File: config.mk
export PLATFORM = sky130hd
export DESIGN_NAME = muldiv_seq_ctrl
export DESIGN_NICKNAME = d
export VERILOG_FILES = /design/src/rtl/muldiv_seq_ctrl.sv
export SDC_FILE = /design/constraint.sdc
export NUM_CORES = 1
export LEC_CHECK = 0
export ABC_AREA = 1
export ABC_CLOCK_PERIOD_IN_PS = 1850
export BUFFER_PORTS_ARGS = -buffer_cell sky130_fd_sc_hd__buf_2
export CAP_MARGIN = 30
export CORE_MARGIN = 2
export CORE_UTILIZATION = 25
export CTS_BUF_LIST = sky130_fd_sc_hd__clkbuf_4 sky130_fd_sc_hd__clkbuf_8
export CTS_CLUSTER_DIAMETER = 120
export DETAILED_ROUTE_END_ITERATION = 16
export SLEW_MARGIN = 5
export SYNTH_ARGS = -nofsm -noshare
export SYNTH_HDL_FRONTEND = slang
export SYNTH_SLANG_ARGS = --single-unit
File: constraint.sdc
create_clock -name clk_i -period 1.85 [get_ports clk_i]
set_input_delay 0.185 -clock clk_i [delete_from_list [all_inputs] [get_ports clk_i]]
set_output_delay 0.185 -clock clk_i [all_outputs]
set_load 0.05 [all_outputs]
File: src/rtl/muldiv_seq_ctrl.sv
// EX-stage sequencer between the pipeline and the iterative mul/div unit; owns HI/LO.
// Optional macro MULDIV_SEQ_FWD_EN: accept MFLO/MFHI in the unit's done cycle and forward its result.
module muldiv_seq_ctrl #(
  parameter int MAX_CYCLES = 40,
  parameter int CNT_W      = $clog2(MAX_CYCLES + 1)
) (
  input  logic        clk_i,
  input  logic        rst_n_i,
  input  logic        req_valid_i,
  input  logic [1:0]  req_op_i,
  input  logic [31:0] req_a_i,
  input  logic [31:0] req_b_i,
  output logic        req_ready_o,
  output logic        stall_o,
  output logic [31:0] res_o,
  output logic        res_valid_o,
  output logic        busy_o,
  output logic        timeout_o,
  output logic        unit_start_o,
  output logic        unit_div_o,
  output logic [31:0] unit_a_o,
  output logic [31:0] unit_b_o,
  output logic        unit_abort_o,
  input  logic        unit_done_i,
  input  logic [31:0] unit_hi_i,
  input  logic [31:0] unit_lo_i,
  output logic [1:0]  dbg_state_o
);

  typedef enum logic [1:0] {
    S_IDLE   = 2'd0,
    S_LAUNCH = 2'd1,
    S_BUSY   = 2'd2
  } state_t;

  localparam logic [1:0] OP_MULT = 2'b00;
  localparam logic [1:0] OP_DIV  = 2'b01;

  state_t           r_state;
  logic [31:0]      r_hi;
  logic [31:0]      r_lo;
  logic [CNT_W-1:0] r_cnt;

  logic w_fwd;
  logic w_accept;
  logic w_expire;
  logic w_div_zero;

  // Handshake: a request transfers on a cycle where req_valid_i and req_ready_o are both high;
  // the requester holds op/operands stable until then, and stall_o marks the waiting cycles.
`ifdef MULDIV_SEQ_FWD_EN
  assign w_fwd = (r_state == S_BUSY) & unit_done_i & req_valid_i & req_op_i[1];
`else
  assign w_fwd = 1'b0;
`endif

  assign req_ready_o = (r_state == S_IDLE) | w_fwd;
  assign stall_o     = req_valid_i & ~req_ready_o;
  assign w_accept    = req_valid_i & req_ready_o;
  assign w_expire    = (r_cnt == CNT_W'(MAX_CYCLES - 1));
  assign w_div_zero  = (req_op_i == OP_DIV) && (req_b_i == 32'd0);
  assign dbg_state_o = r_state;

  always_ff @(posedge clk_i or negedge rst_n_i) begin
    if (!rst_n_i) begin
      r_state      <= S_IDLE;
      r_hi         <= 32'd0;
      r_lo         <= 32'd0;
      r_cnt        <= '0;
      res_o        <= 32'd0;
      res_valid_o  <= 1'b0;
      busy_o       <= 1'b0;
      timeout_o    <= 1'b0;
      unit_start_o <= 1'b0;
      unit_div_o   <= 1'b0;
      unit_a_o     <= 32'd0;
      unit_b_o     <= 32'd0;
      unit_abort_o <= 1'b0;
    end else begin
      unit_start_o <= 1'b0;
      unit_abort_o <= 1'b0;
      res_valid_o  <= 1'b0;
      case (r_state)
        S_IDLE: begin
          if (w_accept) begin
            if (req_op_i == OP_MULT || req_op_i == OP_DIV) begin
              // Divide-by-zero never reaches the unit: quotient all-ones, remainder = dividend.
              if (w_div_zero) begin
                r_hi <= req_a_i;
                r_lo <= 32'hFFFF_FFFF;
              end else begin
                unit_a_o     <= req_a_i;
                unit_b_o     <= req_b_i;
                unit_div_o   <= req_op_i[0];
                unit_start_o <= 1'b1;
                busy_o       <= 1'b1;
                r_state      <= S_LAUNCH;
              end
            end else begin
              res_o       <= req_op_i[0] ? r_hi : r_lo;
              res_valid_o <= 1'b1;
            end
          end
        end
        S_LAUNCH: begin
          r_cnt   <= '0;
          r_state <= S_BUSY;
        end
        S_BUSY: begin
          r_cnt <= r_cnt + CNT_W'(1);
          // Done takes priority over watchdog expiry in the same cycle.
          if (unit_done_i) begin
            r_hi    <= unit_hi_i;
            r_lo    <= unit_lo_i;
            busy_o  <= 1'b0;
            r_state <= S_IDLE;
            if (w_fwd) begin
              res_o       <= req_op_i[0] ? unit_hi_i : unit_lo_i;
              res_valid_o <= 1'b1;
            end
          end else if (w_expire) begin
            r_hi         <= 32'd0;
            r_lo         <= 32'd0;
            timeout_o    <= 1'b1;
            unit_abort_o <= 1'b1;
            busy_o       <= 1'b0;
            r_state      <= S_IDLE;
          end
        end
        default: begin
          r_state <= S_IDLE;
        end
      endcase
    end
  end

endmodule

==> results.json <==
{
  "status": "finished, final reports clean",
  "clockBufferDepth": 2,
  "top_layer_used": "met5",
  "gp_congestion": 0.8287,
  "skew_ns": 0.01817,
  "async_flop_share": 1.000,
  "drc": 0,
  "netlist_area_um2": 8092,
  "cts_tree": "built",
  "cp.buffers_inverters": 3,
  "antenna_found_initial": 3,
  "worstHoldEndpoint": "r_lo[6]",
  "synth_edf_count": 0,
  "finalNetCount": 1411,
  "die_x_um": 183.9,
  "whs_ns": 0.02819,
  "grt_pass1_vias": 7451,
  "power_mw": 20.47,
  "hp-class": "input pin to register",
  "instances_no_fill": 1689,
  "viasPerCell": 4.456,
  "dp_cells": 1585,
  "grt_first_pass_wirelength_um": 39910,
  "cellPowerDensity_nw_per_um2": 1856,
  "rsz0062_at_grt": "yes",
  "syn_nets": 1123,
  "worst-path-stages": 5,
  "clk_latency_ns": 0.48,
  "reg2reg_depth": 10,
  "synthTopCellsByArea": "dfrtp_1 (54%), nand2_1 (16%), nand3_1 (6.6%)",
  "worstSetupPathType": "register to output pin",
  "worst_slack_ns": 0.09490,
  "power.leakage_nw": 5.604,
  "end_kind": "output pin",
  "io_pins": 240,
  "finalCritPeriodShare": 0.9487,
  "synth_area_leader_cell": "dfrtp_1",
  "yosysMostFrequentCell": "nand2_1",
  "area_growth_pct": 36.28,
  "required_ns": 1.66,
  "synth_commonest_cells": "nand2_1 (345), dfrtp_1 (174), nand3_1 (106)",
  "core_um2": 31720,
  "regArea_um2": 4357,
  "r2r_end": "r_hi[3]",
  "yosysSeqAreaShare": 0.5381,
  "yosys_warnings": 0,
  "drt_iter0_drc": 521,
  "wirelength_met1_um": 12170,
  "tightest_slew_ns": 0.3983,
  "syn_area_per_cell_um2": 8.215,
  "fin_util": 0.3477,
  "drv_cap": 0,
  "first_pass_iters": 5,
  "fin_area_um2": 11030,
  "worstPathCellList": "inv_2 > ha_4 > buf_4 > nor2_1 > buf_6",
  "dp_slack_ns": 0.09912,
  "setup_violations": 0,
  "die_h_um": 183.9,
  "clock_sinks": 174,
  "antenna_left": 0,
  "ir_worst_vdd_uv": 987.0,
  "cp_max_fo": 5,
  "nFillCells": 3314,
  "slowest_stage": "dfrtp_2",
  "cp.arrival_ns": 1.57,
  "fin_crit_ns": 1.755,
  "rrSetupSlack_ns": 0.12,
  "synth-seq-cells": 174,
  "setup_tns_ns": 0,
  "start_kind": "register",
  "critical-path-max-stage-delay_ns": 0.41,
  "cts_buffers": 17,
  "routed-via-count": 7526,
  "root_buffer": "clkbuf_8",
  "rows": 65,
  "ys.flop_type": "dfrtp_1",
  "wl_met3_um": 1391,
  "globalRouteOverflowTotal": 0,
  "grt_max_degree": 101,
  "holdPathStages": 5,
  "clk_pin_slew_ns": 0.10,
  "wl_um": 26230,
  "hp-start": "unit_lo_i[6]",
  "dieArea_um2": 33820,
  "max_slew_margin": 0.7316,
  "portBuffers": 239,
  "drive_gt1_frac": 0.2807,
  "wire_per_inst_um": 15.53,
  "fmax_mhz": 569.8,
  "crit-reg2reg-launch": "r_cnt[0]",
  "drv_slew": 0,
  "yosys.area.top_type_share": 0.5381,
  "dp_hpwl_um": 17490,
  "synthCells": 985,
  "placed_area_um2": 9789,
  "start_util": 0.2551,
  "multi_input_area_um2": 3201,
  "grtUsageTotal": 0.1514,
  "wl_met2_um": 12190,
  "critPathTopFamily": "flip-flops",
  "ys_types": 25,
  "cts_max_level": 4,
  "hold_viol_final": 0
}
[timing repair]
item / 4_1_cts / 5_1_grt
hold buffers: 63 / 0
buffers inserted: 0 / 3
gates resized for setup: 1 / 18
hold endpoints to repair: 236 / 0
pin swaps: 0 / 2
endpoints found under the setup margin: 1 / 67
cloned: 0 / 5
[worst min-delay path, stage by stage]
cell	delay, ns
buf_2	0.07
nand2_1	0.04
nand2_1	0.05
nand3_1	0.07
nand2_1	0.06
[state kept, by name, indices dropped and copies added, names as in the netlist]
signal,cells
busy_o,1
dbg_state_o,2
r_cnt,6
r_hi,32
r_lo,32
res_o,32
res_valid_o,1
timeout_o,1
unit_a_o,32
unit_abort_o,1
unit_b_o,32
unit_div_o,1
unit_start_o,1
[metal layers]
metal / vias up / GRT usage
li1: 3719 / -
met1: 3549 / 0.2060
met2: 223 / 0.2335
met3: 31 / 0.03506
met4: 4 / 0.05824
met5: - / 0
[where the power goes]
group          total (mW)  switching, mW  internal, mW  leakage, nW
Clock                2.79           1.65          1.14        0.200
Sequential           6.54          0.943          5.60         2.11
Combinational        11.1           7.85          3.28         3.29
Total                20.5           10.4          10.0         5.60
[area by class of cell]
class                   count  share of cell area
flip-flops and latches    174              0.3951
multi-input cells         680              0.2903
repair buffers            333              0.2091
well taps                 402             0.04561
inverters                  67             0.02303
clock buffers              17             0.02122
clock inverters            15             0.01543
diodes                      1           0.0002269
[layout by cell type (no fill, tap or decap), drive strengths merged, types with 2 or more instances in the layout]
cell type,count
ha,4
dfrtp,174
o21a,32
or2,33
clkinv,3
nand4,2
inv,76
clkbuf,22
nor2,25
dlygate4sd3,63
buf,265
a21oi,5
o21ai,113
clkinvlp,2
nand2,348
nand3,107
nor3,8
[worst max path at each step]
stage	slack (ns)	from	to
global route	-0.02	r_cnt[0]	r_lo[30]
global placement	0.12	dbg_state_o[1]	r_hi[19]
floorplan	0.00008	dbg_state_o[1]	unit_b_o[16]
CTS	0.01	dbg_state_o[1]	stall_o
finish	0.09	dbg_state_o[1]	stall_o
detailed placement	0.1	dbg_state_o[1]	r_hi[19]
[cell families after synthesis]
kind of cell,after synthesis,share of synthesized area
compound gates,151,0.1039
xor+xnor,1,0.001083
fa+ha+maj,4,0.006185
buf+inv,131,0.07685
flops,174,0.5381
simple gates,524,0.2739
(Power assumes the default switching activity.)
